**config.mk**
```make
export PLATFORM = sky130hd
export DESIGN_NAME = bc_fir_seq_flat
export DESIGN_NICKNAME = d
export VERILOG_FILES = /design/src/rtl/bc_fir_seq_if.sv /design/src/rtl/bc_fir_seq.sv /design/src/flat_wrapper.sv
export SDC_FILE = /design/constraint.sdc
export NUM_CORES = 1
export LEC_CHECK = 0
export CORE_MARGIN = 4
export CORE_UTILIZATION = 55
export CTS_CLUSTER_DIAMETER = 200
export CTS_CLUSTER_SIZE = 10
export DETAILED_ROUTE_END_ITERATION = 6
export GPL_ROUTABILITY_DRIVEN = 1
export PLACE_DENSITY_LB_ADDON = 0.3
export SLEW_MARGIN = 20
export SYNTH_ARGS = -nofsm -noshare
export SYNTH_HDL_FRONTEND = slang
export SYNTH_SLANG_ARGS = --single-unit
```
**constraint.sdc**
```tcl
create_clock -name clk -period 23.7 [get_ports clk]
set_input_delay 4.74 -clock clk [delete_from_list [all_inputs] [get_ports clk]]
set_output_delay 4.74 -clock clk [all_outputs]
set_load 0.02 [all_outputs]
```
**src/rtl/bc_fir_seq_if.sv**
```systemverilog
// Sample-in / result-out valid-ready bus for the sequential 19-tap FIR.
interface bc_fir_seq_if #(
   parameter int unsigned N = 12
) ();
   logic         in_valid;
   logic         in_ready;
   logic [N-1:0] in_data;
   logic         out_valid;
   logic         out_ready;
   logic [N-1:0] out_data;

   // Source side of the sample stream and sink side of the result stream
   modport master (
      output in_valid, in_data, out_ready,
      input  in_ready, out_valid, out_data
   );

   // Filter side
   modport slave (
      input  in_valid, in_data, out_ready,
      output in_ready, out_valid, out_data
   );
endinterface

```
**src/rtl/bc_fir_seq.sv**
```systemverilog
// Time-multiplexed 19-tap symmetric FIR: one pre-adder, multiplier and
// accumulator shared across the 6 nonzero coefficient groups.
// Optional: define BC_FIR_SEQ_SAT_EN for a saturating output instead of
// modulo-2^N truncation.
module bc_fir_seq #(
   parameter int unsigned N     = 12,
   parameter int unsigned ACC_W = N + 14
) (
   input  logic         clk,
   input  logic         rst_n,
   input  logic         clr,
   bc_fir_seq_if.slave  bus,
   output logic         busy
);
   localparam int unsigned TAPS   = 19;
   localparam int unsigned PAIR_W = N + 1;
   localparam int unsigned COEF_W = 10;
   localparam int unsigned PROD_W = N + 11;
   localparam int unsigned IDX_W  = 3;
   localparam logic [IDX_W-1:0] IDX_LAST = IDX_W'(5);

   typedef enum logic [1:0] {IDLE = 2'd0, MAC = 2'd1, DONE = 2'd2} state_t;

   state_t             state, state_nx;
   logic [N-1:0]       dline [TAPS];
   logic [IDX_W-1:0]   idx;
   logic [ACC_W-1:0]   acc;
   logic [ACC_W-1:0]   acc_nx_c;
   logic [N-1:0]       tap_a_c, tap_b_c;
   logic [COEF_W-1:0]  coef_c;
   logic [PAIR_W-1:0]  pair_c;
   logic [PROD_W-1:0]  prod_c;
   logic [N-1:0]       res_c;
   logic               in_hs_c, out_hs_c;

   // Tap pair and coefficient for the current schedule slot
   always_comb begin
      tap_a_c = '0;
      tap_b_c = '0;
      coef_c  = '0;
      case (idx)
         3'd0: begin tap_a_c = dline[0]; tap_b_c = dline[18]; coef_c = COEF_W'(999); end
         3'd1: begin tap_a_c = dline[2]; tap_b_c = dline[16]; coef_c = COEF_W'(888); end
         3'd2: begin tap_a_c = dline[4]; tap_b_c = dline[14]; coef_c = COEF_W'(777); end
         3'd3: begin tap_a_c = dline[6]; tap_b_c = dline[12]; coef_c = COEF_W'(666); end
         3'd4: begin tap_a_c = dline[8]; tap_b_c = dline[10]; coef_c = COEF_W'(555); end
         3'd5: begin tap_a_c = dline[9]; tap_b_c = '0;        coef_c = COEF_W'(444); end
         default: ;
      endcase
   end

   // Shared pre-adder, multiplier, accumulator and output formatting
   always_comb begin
      pair_c   = PAIR_W'(tap_a_c) + PAIR_W'(tap_b_c);
      prod_c   = PROD_W'(pair_c) * PROD_W'(coef_c);
      acc_nx_c = acc + ACC_W'(prod_c);
`ifdef BC_FIR_SEQ_SAT_EN
      res_c    = (acc_nx_c > ACC_W'({N{1'b1}})) ? {N{1'b1}} : acc_nx_c[N-1:0];
`else
      res_c    = acc_nx_c[N-1:0];
`endif
   end

   // State register
   always_ff @(posedge clk or negedge rst_n) begin
      if (!rst_n) state <= IDLE;
      else        state <= state_nx;
   end

   // Next-state logic; in_ready is high only in IDLE, so the handshake implies IDLE
   always_comb begin
      state_nx = state;
      in_hs_c  = bus.in_valid & bus.in_ready;
      out_hs_c = bus.out_valid & bus.out_ready;
      case (state)
         IDLE:    if (in_hs_c) state_nx = MAC;
         MAC:     if (idx == IDX_LAST) state_nx = DONE;
         DONE:    if (out_hs_c) state_nx = IDLE;
         default: state_nx = IDLE;
      endcase
   end

   // Handshake and status outputs, registered from the next state
   always_ff @(posedge clk or negedge rst_n) begin
      if (!rst_n) begin
         bus.in_ready  <= 1'b1;
         bus.out_valid <= 1'b0;
         busy          <= 1'b0;
      end else begin
         bus.in_ready  <= (state_nx == IDLE);
         bus.out_valid <= (state_nx == DONE);
         busy          <= (state_nx != IDLE);
      end
   end

   // Delay line, schedule index, accumulator and result register
   always_ff @(posedge clk or negedge rst_n) begin
      if (!rst_n) begin
         for (int k = 0; k < TAPS; k++) dline[k] <= '0;
         idx          <= '0;
         acc          <= '0;
         bus.out_data <= '0;
      end else begin
         if (in_hs_c) begin
            for (int k = TAPS - 1; k > 0; k--) dline[k] <= dline[k-1];
            dline[0] <= bus.in_data;
            idx      <= '0;
            acc      <= '0;
         end else if (state == IDLE && clr) begin
            for (int k = 0; k < TAPS; k++) dline[k] <= '0;
         end
         if (state == MAC) begin
            acc <= acc_nx_c;
            idx <= idx + IDX_W'(1);
            if (idx == IDX_LAST) bus.out_data <= res_c;
         end
      end
   end
endmodule

```
**src/flat_wrapper.sv**
```systemverilog
// flat-port wrapper written by rule: the top's interface ports become plain ports
module bc_fir_seq_flat 
#(
   parameter int unsigned N     = 12,
   parameter int unsigned ACC_W = N + 14
)
  (clk, rst_n, clr, busy, bus_in_valid, bus_in_data, bus_out_ready, bus_in_ready, bus_out_valid, bus_out_data);
  bc_fir_seq_if #(.N(N)) bus_i ();
  input  logic clk;
  input  logic rst_n;
  input  logic clr;
  output logic busy;
  input wire logic [$bits(bus_i.in_valid)-1:0] bus_in_valid;
  input wire logic [$bits(bus_i.in_data)-1:0] bus_in_data;
  input wire logic [$bits(bus_i.out_ready)-1:0] bus_out_ready;
  output wire logic [$bits(bus_i.in_ready)-1:0] bus_in_ready;
  output wire logic [$bits(bus_i.out_valid)-1:0] bus_out_valid;
  output wire logic [$bits(bus_i.out_data)-1:0] bus_out_data;
  assign bus_i.in_valid = bus_in_valid;
  assign bus_i.in_data = bus_in_data;
  assign bus_i.out_ready = bus_out_ready;
  assign bus_in_ready = bus_i.in_ready;
  assign bus_out_valid = bus_i.out_valid;
  assign bus_out_data = bus_i.out_data;
  bc_fir_seq #(.N(N), .ACC_W(ACC_W)) u_core (.clk(clk), .rst_n(rst_n), .clr(clr), .bus(bus_i), .busy(busy));
endmodule
```
* Word level (Yosys, flattened, before mapping)
Index checks and enable logic that the tools add are counted.
** Word-level totals
- Bits of input ports :: 17
- Logic and storage cells :: 61
- Bits in registers :: 274
- Output and inout port bits :: 15
** Cells by class
- Multiply operators :: 1
- Eq/ne operators :: 8
- Muxes and demuxes :: 13
- $add $sub $neg :: 3
- Reduce and logical (&&, ||, !) cells :: 8
- Bitwise logic cells :: 2
** Operator list (count)
- $mux W228 :: 2
- $pmux W12 S6 :: 1
- $pmux W10 S6 :: 1
- $pmux W12 S5 :: 1
- $mux W26 :: 2
- $add A26 B23 Y26 :: 1
- $mul A13 B10 Y23 :: 1
- $add A12 B12 Y13 :: 1
- $eq A3 B2 Y1 const B :: 2
- $eq A3 B3 Y1 const B :: 2
- $mux W2 :: 3
- $mux W3 :: 2
- $pmux W2 S3 :: 1
- $reduce_bool A2 Y1 :: 3
- $eq A2 B2 Y1 const B :: 2
- $logic_not A2 Y1 :: 2
- $add A3 B1 Y3 const B :: 1
- $eq A3 B1 Y1 const B :: 1
- $logic_not A3 Y1 :: 1
- $and A1 B1 Y1 :: 2
- $eq A2 B1 Y1 const B :: 1
- $reduce_and A2 Y1 :: 1
- $logic_and A1 B1 Y1 :: 1

* Logic depth before layout (Yosys ltp)
Gate-level depths: netlist (run 1).
- Word-level depth :: 6
- Depth in mapped cells :: 33
- Gate-level depth less buffers :: 30

* Worst setup path after synthesis (run 1)
OpenSTA, ideal clock, no wires.
- Path kind :: reg-to-reg
- From :: reg u_core.idx[0]
- To :: reg u_core.bus.out_data[11]
- Data arrival time :: 7.488 ns
- Buffers on the path :: 2
- Data required time :: 23.575 ns
- Stages on the path, launching flop included :: 29
- Slack :: 16.087 ns
- Period minus slack after synthesis :: 7.613 ns
- Library setup time :: 0.125 ns
- Path through :: dfrtp_1 -> ha_1 -> ha_1 -> or2_2 -> clkbuf_1 -> nor3_1 -> clkbuf_1 -> a21oi_1 -> ha_1 -> inv_1 -> fa_1 -> nor2b_4 -> o311a_4 -> or4_4 -> nand3_4 -> nand2_1 -> fa_1 -> fa_1 -> fa_1 -> fa_1 -> fa_1 -> xor2_1 -> xnor2_1 -> xnor2_1 -> xnor2_1 -> xnor2_1 -> xnor3_1 -> xnor3_1 -> mux2_2
** Between the ends
- Word-level cells in the longest chain between the ends :: 5
- Elaborated cells between the ends (all ways) :: 13
- Classes of those cells :: add/sub (2); mul (1); eq/ne (5); mux (3); reduce/logical (2)
** RTL lines
- from (decl) :: RTL line bc_fir_seq.sv:26 : logic [IDX_W-1:0] idx;
- from (signal assigned) :: RTL line bc_fir_seq.sv:114 : idx <= idx + IDX_W'(1);
- $eq A3 B3 Y1 (tied with other cells) :: RTL line bc_fir_seq.sv:41, bc_fir_seq.sv:115
- $pmux W12 S6 or $pmux W12 S5 (tied branches) :: RTL line bc_fir_seq.sv:41 : case (idx)
- $add A12 B12 Y13 :: RTL line bc_fir_seq.sv:54 : pair_c = PAIR_W'(tap_a_c) + PAIR_W'(tap_b_c);
- $mul A13 B10 Y23 :: RTL line bc_fir_seq.sv:55 : prod_c = PROD_W'(pair_c) * PROD_W'(coef_c);
- $add A26 B23 Y26 :: RTL line bc_fir_seq.sv:56 : acc_nx_c = acc + ACC_W'(prod_c);
- to (signal assigned) :: RTL line bc_fir_seq.sv:115 : if (idx == IDX_LAST) bus.out_data <= res_c;
- to (decl) :: RTL line bc_fir_seq_if.sv:21 : output in_ready, out_valid, out_data
Several ways; a longest one is shown, not always the timed one.
A chain may end at the register's enable or synchronous reset.

* Worst setup path after layout (run 1)
- From :: reg u_core.idx[2]
- To :: reg u_core.acc[11]
** Between the ends
- Word-level cells in the longest chain between the ends :: 6
- Elaborated cells between the ends (all ways) :: 13
- Classes of those cells :: add/sub (2); mul (1); eq/ne (5); mux (4); reduce/logical (1)
** RTL lines
- $eq A3 B3 Y1 (tied with other cells) :: RTL line bc_fir_seq.sv:41
- $pmux W12 S6 or $pmux W12 S5 (tied branches) :: RTL line bc_fir_seq.sv:41
- $add A12 B12 Y13 :: RTL line bc_fir_seq.sv:54
- $mul A13 B10 Y23 * :: RTL line bc_fir_seq.sv:55
- $add A26 B23 Y26 * :: RTL line bc_fir_seq.sv:56
- $mux W26 * :: RTL line bc_fir_seq.sv:112 : if (state == MAC) begin
- to (signal assigned) :: RTL line bc_fir_seq.sv:113 : acc <= acc_nx_c;
- to (decl) :: RTL line bc_fir_seq.sv:27 : logic [ACC_W-1:0] acc;
Every way passes the cells marked *; elsewhere a longest branch is shown, timed or not.

==> impl_table.tex, run 1 <==
\begin{tabular}{lr}
\hline
Metric & Value \\
\hline
\multicolumn{2}{l}{\textbf{Route}} \\
\quad Starting DRT DRC Count & 752 \\
\quad Remaining number of nets flagged by the antenna check after routing & 0 \\
\quad Via/cell ratio & 6.135 \\
\quad Final wirelength & 27.50 mm \\
\quad Routed length per instance & 19.58 um \\
\quad Number of vias after detailed routing & 8619 \\
\quad TritonRoute pass-1 iters & 5 \\
\quad Remaining routing DRC violations & 0 \\
\multicolumn{2}{l}{\textbf{Pwr}} \\
\quad Clock network power share & 22.3\% \\
\quad P per Cell Area & 122.6 nW/um\^{}2 \\
\quad Worst IR drop on VDD & 0.09747 mV \\
\quad Combinational power share & 45.3\% \\
\quad Cell Int Power & 1.048 mW \\
\quad Leakage power figure & 6.846 nW \\
\quad Sequential fraction of design power & 32.4\% \\
\quad Net switching power & 701.0 uW \\
\quad Net Sw Frac & 40.08\% \\
\multicolumn{2}{l}{\textbf{Final layout}} \\
\quad Proportion of layout cells with a drive suffix above 1 & 8.242\% \\
\quad Number of nets in the finished design & 1196 \\
\quad Antenna fix cells & 0 \\
\quad Area overhead of the layout relative to synthesis & 10.37\% \\
\multicolumn{2}{l}{\textbf{Clock network}} \\
\quad Number of hold buffers added after CTS & 0 \\
\quad Root Buffer Master & sky130\_fd\_sc\_hd\_\_clkbuf\_16 \\
\quad Count of instances resized after the clock tree is built & 0 \\
\quad Clock slew at reported path FFs & 60 ps \\
\quad \# H-tree levels & 1 \\
\quad Later-pin clock latency in the skew report & 570 ps \\
\quad Clock tree from TritonCTS & built \\
\quad \# Post-CTS Setup Buffers & 0 \\
\quad Number of sinks handled by clock tree synthesis & 260 \\
\quad Clock buffer count from CTS & 29 \\
\quad Maximum number of buffers from clock root to sink & 3 \\
\multicolumn{2}{l}{\textbf{Timing}} \\
\quad Tmin final & 8527 ps \\
\quad Final setup TNS & 0 ps \\
\quad Skew final & 24.95 ps \\
\quad Final Max Tran Viols & 0 \\
\quad Final setup violation count & 0 \\
\quad Least setup slack across all paths after layout & 15170 ps \\
\quad Highest clock rate & 117.3 MHz \\
\quad Final clock period utilization by the worst path & 35.98\% \\
\quad Slew Limit Headroom & 31.36\% \\
\quad Endpoints failing hold & 0 \\
\quad Actual slew at the worst max-slew pin & 1030 ps \\
\quad Unrepaired setup endpoints after global routing & no \\
\multicolumn{2}{l}{\textbf{Synth}} \\
\quad Mean area per synthesized cell & 11.93 sq um \\
\quad Synthesized Nets & 1196 \\
\quad Number of distinct library cells after synthesis & 49 \\
\quad EDFF count, synth & 0 \\
\quad Top flip-flop cell by instance count after synthesis & sky130\_fd\_sc\_hd\_\_dfrtp\_1 \\
\quad Cells after Synth & 1083 \\
\quad Sequential share of the synthesized area & 50.35\% \\
\quad Total of warnings raised by yosys & 0 \\
\quad FF+latch count, synth & 260 \\
\quad Post-synth ARST share & 100.0\% \\
\quad Synth Cell Area & 12920 sq um \\
\multicolumn{2}{l}{\textbf{Critical path}} \\
\quad CP dominant cell by count & sky130\_fd\_sc\_hd\_\_fa\_1 \\
\quad Required arrival time at the worst endpoint & 24130 ps \\
\quad Max stage delay cell, worst path & sky130\_fd\_sc\_hd\_\_nor2b\_1 \\
\quad Family with the most delay on the worst path & adder cells \\
\quad Critical Setup Path Class & reg2reg \\
\quad Buffering stage count on the worst path with inverters included & 6 \\
\quad Register-to-register setup slack & 15170 ps \\
\quad Category of the worst setup path launch point & flop \\
\quad Arrival time reported for the critical path endpoint & 8960 ps \\
\quad Kind of end point of the critical path & flop \\
\quad Peak fanout along the critical path & 30 \\
\quad Delay of the slowest cell on the worst path & 760 ps \\
\multicolumn{2}{l}{\textbf{Global route}} \\
\quad Total routing usage reported by global routing & 21.72\% \\
\quad Met2 global-route usage & 32.50\% \\
\quad GR Overflow Total & 0 \\
\quad Layer with the highest usage after global routing & met1 \\
\quad Antenna violations before repair & 0 \\
\quad Met3 demand-to-capacity share in global routing & 3.139\% \\
\quad First-pass GRT wire length & 46.36 mm \\
\quad Pin count of the biggest net entering global routing & 116 \\
\quad Met1 Usage GRT & 33.28\% \\
\quad Via count of the first global-routing pass & 8700 \\
\multicolumn{2}{l}{\textbf{Placed design}} \\
\quad Post-placement setup slack & 15300 ps \\
\quad Final estimated routing congestion in global placement & 0.9197 \\
\quad Final HPWL from detailed placement & 17.10 mm \\
\quad Total of buffers placed on input and output ports & 31 \\
\multicolumn{2}{l}{\textbf{Floorplanning}} \\
\quad I/O pin cnt & 32 \\
\quad Chip Height & 161.3 um \\
\quad Core area & 22850 sq um \\
\quad Row Count & 55 \\
\quad Starting Density & 56.57\% \\
\quad Die width & 161.3 um \\
\quad Die area & 26010 sq um \\
\multicolumn{2}{l}{\textbf{Run}} \\
\quad Number of max-capacitance violations reported & 0 \\
\multicolumn{2}{l}{\textbf{Hold path}} \\
\quad Class of the most critical hold timing path & reg2reg \\
\multicolumn{2}{l}{\textbf{Status}} \\
\quad Result of the run & completed \\
\hline
\end{tabular}
[synthesized netlist by cell type (4+ instances only)]
master | n | area [sq um]
sky130_fd_sc_hd__a22oi_1 | 29 | 217.7
sky130_fd_sc_hd__nor2b_1 | 12 | 75.07
sky130_fd_sc_hd__xnor2_1 | 20 | 175.2
sky130_fd_sc_hd__fa_1 | 49 | 980.9
sky130_fd_sc_hd__buf_1 | 4 | 15.01
sky130_fd_sc_hd__a21o_1 | 6 | 45.04
sky130_fd_sc_hd__nand2b_1 | 9 | 56.30
sky130_fd_sc_hd__ha_1 | 47 | 588.1
sky130_fd_sc_hd__and2_1 | 9 | 56.30
sky130_fd_sc_hd__a222oi_1 | 13 | 130.1
sky130_fd_sc_hd__or2_2 | 5 | 31.28
sky130_fd_sc_hd__dfrtp_1 | 259 | 6481
sky130_fd_sc_hd__clkbuf_1 | 71 | 266.5
sky130_fd_sc_hd__nor3_1 | 4 | 20.02
sky130_fd_sc_hd__o21ai_0 | 21 | 105.1
sky130_fd_sc_hd__nor2_1 | 22 | 82.58
sky130_fd_sc_hd__inv_1 | 85 | 319.1
sky130_fd_sc_hd__nand3_1 | 7 | 35.03
sky130_fd_sc_hd__a22o_1 | 239 | 2093
sky130_fd_sc_hd__mux2_2 | 26 | 292.8
sky130_fd_sc_hd__a31oi_1 | 4 | 25.02
sky130_fd_sc_hd__a21oi_1 | 21 | 105.1
sky130_fd_sc_hd__nand2_1 | 75 | 281.5
sky130_fd_sc_hd__xor2_1 | 10 | 87.58
[power by group through the flow]
| stage | clock network [mW] | logic, mW | registers, mW |
|---|---|---|---|
| 2_1_floorplan | 0 | 0.579 | 0.571 |
| 3_3_place_gp | 0 | 0.772 | 0.572 |
| 3_5_place_dp | 0 | 0.793 | 0.573 |
| 4_1_cts | 0.399 | 0.798 | 0.566 |
| 5_1_grt | 0.418 | 0.883 | 0.576 |
| 6_report | 0.389 | 0.793 | 0.567 |
[cell type report]
class | instances | area, sq um
multi-input combinational | 659 | 5812
clock buffer | 39 | 763.2
fill | 1822 | 8583
sequential | 260 | 6507
clock inverter | 1 | 20.02
timing repair buffer | 48 | 450.4
inverter | 85 | 319.1
tap | 313 | 391.6
[sequential cells by signal, summed over array words and instances (netlist names)]
name and count:
u_core.dline 228, u_core.bus.out_data 12, u_core.idx 3, u_core.state 2, u_core.busy 1, u_core.bus.in_ready 1, u_core.acc 12, u_core.bus.out_valid 1
[worst reg2reg max path, delay by kind of cell, from the launching register on]
kind	cells	cell delay [ps]
buf+inv	6	790
fa+ha+maj	8	3450
simple gates	5	1260
flops	1	390
compound gates	8	1400
xor+xnor	2	1100
[kinds of logic (layout without fill, tap and decap cells)]
kind of cell,count (synthesis),in the layout,share of synthesized area (%)
mux,28,28,2.420
fa+ha+maj,96,96,12.14
buf+inv,164,173,4.821
xor+xnor,33,33,2.556
simple gates,155,155,5.751
compound gates,347,347,21.96
flops,260,260,50.35
[stage by stage]
stage / utilization (%) / instances / hold WS [ps] / total power, mW / area (sq um)
after global placement: 58.96 / 1365 / 464.6 / 1.344 / 13470
after global routing: 62.43 / 1405 / 506.2 / 1.877 / 14260
after detailed placement: 58.97 / 1365 / 474.8 / 1.366 / 13470
after CTS: 62.40 / 1405 / 487.2 / 1.763 / 14260
after floorplan: - / 1083 / 449.8 / 1.150 / 12920
final: 62.43 / 1405 / 474.7 / 1.749 / 14260
[per-layer routing]
| layer | routed length [um] | vias to the layer above |
|---|---|---|
| met5 | 0 | - |
| met4 | 716 | 0 |
| met3 | 1421 | 49 |
| met2 | 12440 | 249 |
| met1 | 12930 | 4415 |
| li1 | - | 3906 |
[path summary, 6_finish.rpt]
path	start	end	cells past startpoint
max	u_core.idx[2]	u_core.acc[11]	29
min	u_core.bus.out_data[3]	u_core.bus.out_data[3]	2
max reg2reg	u_core.idx[2]	u_core.acc[11]	29
min reg2reg	u_core.bus.out_data[3]	u_core.bus.out_data[3]	2
max in group asynchronous	rst_n	u_core.dline[31]	3
min in group asynchronous	rst_n	u_core.dline[49]	1
[placed cells by master, fill, tap and decap left out, types with 26 or more instances in the layout]
master                              n
sky130_fd_sc_hd__inv_1             85
sky130_fd_sc_hd__dfrtp_1          259
sky130_fd_sc_hd__clkbuf_16         29
sky130_fd_sc_hd__a22o_1           239
sky130_fd_sc_hd__clkdlybuf4s50_1   30
sky130_fd_sc_hd__ha_1              47
sky130_fd_sc_hd__mux2_2            26
sky130_fd_sc_hd__fa_1              49
sky130_fd_sc_hd__a22oi_1           29
sky130_fd_sc_hd__nand2_1           75
No activity file was read; power rests on OpenSTA's default activity.
==> run 2: changes to the inputs <==
Clock period 23.7 ns to 8.3 ns, I/O delays scaled along.
==> run 2 against run 1 <==
  * Sequential share of layout area down 0.25 points
  * Largest power group unchanged
  * Maximum frequency up 8.3%
  * Flip-flop and latch count unchanged
  * Combinational power rose to 2.9 times the previous value
  * Clock skew down 16 ps
  * Via count up 1.3%
  * Largest cell class unchanged
  * First-iteration DRC count up 5.1%
  * Critical path type unchanged
  * Routed wire length up 2.2%
  * Hold slack better by 5.8 ps
  * Die area unchanged
  * Power rose to 2.9 times the previous value
  * Critical path depth down 5
==> impl_table.tex, run 2 (same netlist as run 1, synthesis figures left out) <==
\begin{tabular}{lr}
\hline
Metric & Value \\
\hline
\multicolumn{2}{l}{\textbf{Clock network}} \\
\quad Clock tree from TritonCTS & built \\
\quad Maximum number of buffers from clock root to sink & 3 \\
\quad Later-pin clock latency in the skew report & 550 ps \\
\quad Number of sinks handled by clock tree synthesis & 260 \\
\quad Clock slew at reported path FFs & 60 ps \\
\quad Clock buffer count from CTS & 29 \\
\quad \# H-tree levels & 1 \\
\quad Root Buffer Master & sky130\_fd\_sc\_hd\_\_clkbuf\_16 \\
\quad Number of hold buffers added after CTS & 0 \\
\multicolumn{2}{l}{\textbf{Floorplanning}} \\
\quad I/O pin cnt & 32 \\
\quad Die width & 161.3 um \\
\quad Die area & 26010 sq um \\
\quad Starting Density & 56.57\% \\
\quad Core area & 22850 sq um \\
\quad Row Count & 55 \\
\quad Chip Height & 161.3 um \\
\multicolumn{2}{l}{\textbf{Critical path}} \\
\quad Family with the most delay on the worst path & adder cells \\
\quad Cell chain of the critical path & ha\_1 > ha\_1 > buf\_4 > a222oi\_1 > a21oi\_1 > ha\_1 > o21a\_1 > nor2\_1 > a21oi\_1 > xor2\_1 > nand2\_1 > fa\_1 > fa\_1 > fa\_1 > fa\_1 > fa\_1 > xor2\_1 > xnor2\_1 > xnor2\_1 > xnor2\_1 > xnor2\_1 > xnor3\_1 > xnor3\_1 > mux2\_2 \\
\quad Arrival time reported for the critical path endpoint & 8310 ps \\
\quad Worst flop-to-flop path endpoint & u\_core.bus.out\_data[11] \\
\quad Delay of the slowest cell on the worst path & 530 ps \\
\quad Category of the worst setup path launch point & flop \\
\quad Kind of end point of the critical path & flop \\
\quad Register-to-register setup slack & 430 ps \\
\quad Worst reg2reg path startpoint & u\_core.idx[0] \\
\quad Length in cells of the worst reg-to-reg path & 24 \\
\quad Peak fanout along the critical path & 12 \\
\quad CP dominant cell by count & sky130\_fd\_sc\_hd\_\_fa\_1 \\
\quad Buffering stage count on the worst path with inverters included & 1 \\
\quad Max stage delay cell, worst path & sky130\_fd\_sc\_hd\_\_fa\_1 \\
\quad Required arrival time at the worst endpoint & 8740 ps \\
\quad Critical Setup Path Class & reg2reg \\
\multicolumn{2}{l}{\textbf{Final layout}} \\
\quad Top library cells by usage in the layout, fill and taps aside & sky130\_fd\_sc\_hd\_\_dfrtp\_1 (259), sky130\_fd\_sc\_hd\_\_a22o\_1 (239), sky130\_fd\_sc\_hd\_\_inv\_1 (85) \\
\quad Flip-flop count of the largest register after layout & 228 \\
\quad Most common library cell in the layout ignoring fill and taps & sky130\_fd\_sc\_hd\_\_dfrtp\_1 \\
\quad Biggest register & u\_core.dline \\
\quad Largest registers & u\_core.dline: 228 flops, u\_core.acc: 12 flops, u\_core.bus.out\_data: 12 flops \\
\quad Layout filler cell count & 1794 \\
\quad Area overhead of the layout relative to synthesis & 10.99\% \\
\quad Antenna fix cells & 0 \\
\quad Number of nets in the finished design & 1202 \\
\quad Proportion of layout cells with a drive suffix above 1 & 9.107\% \\
\multicolumn{2}{l}{\textbf{Global route}} \\
\quad Total routing usage reported by global routing & 21.92\% \\
\quad Antenna violations before repair & 0 \\
\quad GR Overflow Total & 0 \\
\quad Pin count of the biggest net entering global routing & 229 \\
\quad Via count of the first global-routing pass & 8731 \\
\quad First-pass GRT wire length & 46.91 mm \\
\multicolumn{2}{l}{\textbf{Timing}} \\
\quad Final setup TNS & 0 ps \\
\quad Final clock period utilization by the worst path & 94.87\% \\
\quad Endpoints failing hold & 0 \\
\quad Actual slew at the worst max-slew pin & 1122 ps \\
\quad Slew Limit Headroom & 25.19\% \\
\quad Final Max Tran Viols & 0 \\
\quad Final setup violation count & 0 \\
\quad Skew final & 8.553 ps \\
\quad Unrepaired setup endpoints after global routing & no \\
\quad Highest clock rate & 127.0 MHz \\
\quad Tmin final & 7874 ps \\
\multicolumn{2}{l}{\textbf{Route}} \\
\quad Number of vias after detailed routing & 8727 \\
\quad Final wirelength & 28.12 mm \\
\quad Routed length per instance & 19.93 um \\
\quad TritonRoute pass-1 iters & 6 \\
\quad Remaining number of nets flagged by the antenna check after routing & 0 \\
\quad Via/cell ratio & 6.185 \\
\quad Remaining routing DRC violations & 0 \\
\quad Starting DRT DRC Count & 790 \\
\multicolumn{2}{l}{\textbf{Placed design}} \\
\quad Final HPWL from detailed placement & 17.46 mm \\
\quad Final estimated routing congestion in global placement & 0.8871 \\
\quad Total of buffers placed on input and output ports & 31 \\
\multicolumn{2}{l}{\textbf{Status}} \\
\quad Result of the run & completed \\
\multicolumn{2}{l}{\textbf{Pwr}} \\
\quad Leakage power figure & 6.904 nW \\
\quad Worst IR drop on VDD & 0.3916 mV \\
\quad Power, Total & 5.013 mW \\
\quad P per Cell Area & 349.5 nW/um\^{}2 \\
\multicolumn{2}{l}{\textbf{Hold path}} \\
\quad Hold Path Depth & 2 \\
\quad Startpoint of the most critical hold path & u\_core.bus.out\_data[4] \\
\quad Class of the most critical hold timing path & reg2reg \\
\quad Sink of the worst hold path & u\_core.bus.out\_data[4] \\
\multicolumn{2}{l}{\textbf{Run}} \\
\quad Number of max-capacitance violations reported & 0 \\
\hline
\end{tabular}
run 2: layout make-up:
cell class / instances / area, sq um / share of cell area, %
multi-input combinational: 659 / 5838 / 40.70
clock buffer: 39 / 763.2 / 5.321
timing repair buffer: 54 / 504.2 / 3.515
sequential: 260 / 6507 / 45.37
inverter: 85 / 319.1 / 2.224
tap: 313 / 391.6 / 2.730
clock inverter: 1 / 20.02 / 0.1396
run 2: worst max path at each step:
stage | cells after the start | to | slack, ps | start
after floorplan | 28 | u_core.bus.out_data[11] | 690 | u_core.idx[0]
after global placement | 28 | u_core.bus.out_data[11] | 610 | u_core.idx[0]
after detailed placement | 28 | u_core.bus.out_data[11] | 380 | u_core.idx[0]
after CTS | 28 | u_core.bus.out_data[11] | 320 | u_core.idx[0]
after global routing | 27 | u_core.bus.out_data[11] | 8 | u_core.idx[1]
final | 24 | u_core.bus.out_data[11] | 430 | u_core.idx[0]
run 2: per-stage QoR:
stage / utilization [%] / setup WS (ps) / std cells / hold WS, ps / instance area (sq um)
after global placement: 59.21 / 605.2 / 1371 / 463.6 / 13530
after CTS: 62.64 / 321.1 / 1411 / 489.4 / 14310
after floorplan: - / 686.8 / 1083 / 449.8 / 12920
final: 62.78 / 425.5 / 1411 / 480.4 / 14340
after global routing: 62.78 / 8.120 / 1411 / 505.5 / 14340
after detailed placement: 59.21 / 379.2 / 1371 / 476.5 / 13530
run 2: routing by layer:
metal / vias to the layer above / wire length, um / global-route usage, %
li1: 3912 / - / -
met1: 4549 / 13000 / 33.16
met2: 221 / 13040 / 34.04
met3: 43 / 1448 / 2.960
met4: 2 / 615 / 5.273
met5: - / 22 / 0.7576
run 2: power by group:
group          leakage, nW  total, mW  switching [mW]  internal, mW
clock                0.379       1.11           0.483         0.632
combinational         2.96       2.28            1.36         0.912
sequential            3.57       1.62           0.150          1.47
run 2: worst reg2reg max path, cell delays in order, from the launching register on:
cell	delay [ps]
sky130_fd_sc_hd__dfrtp_1	440
sky130_fd_sc_hd__ha_1	250
sky130_fd_sc_hd__ha_1	480
sky130_fd_sc_hd__buf_4	320
sky130_fd_sc_hd__a222oi_1	510
sky130_fd_sc_hd__a21oi_1	190
sky130_fd_sc_hd__ha_1	400
sky130_fd_sc_hd__o21a_1	170
sky130_fd_sc_hd__nor2_1	40
sky130_fd_sc_hd__a21oi_1	150
sky130_fd_sc_hd__xor2_1	470
sky130_fd_sc_hd__nand2_1	180
sky130_fd_sc_hd__fa_1	520
sky130_fd_sc_hd__fa_1	530
sky130_fd_sc_hd__fa_1	440
sky130_fd_sc_hd__fa_1	520
sky130_fd_sc_hd__fa_1	450
sky130_fd_sc_hd__xor2_1	160
sky130_fd_sc_hd__xnor2_1	190
sky130_fd_sc_hd__xnor2_1	150
sky130_fd_sc_hd__xnor2_1	150
sky130_fd_sc_hd__xnor2_1	150
sky130_fd_sc_hd__xnor3_1	430
sky130_fd_sc_hd__xnor3_1	210
sky130_fd_sc_hd__mux2_2	270
run 2: repair_timing:
item,4_1_cts,5_1_grt
buffers inserted,0,0
endpoints found under the setup margin,0,2
endpoints found under the hold margin,0,0
gates resized for setup,0,4
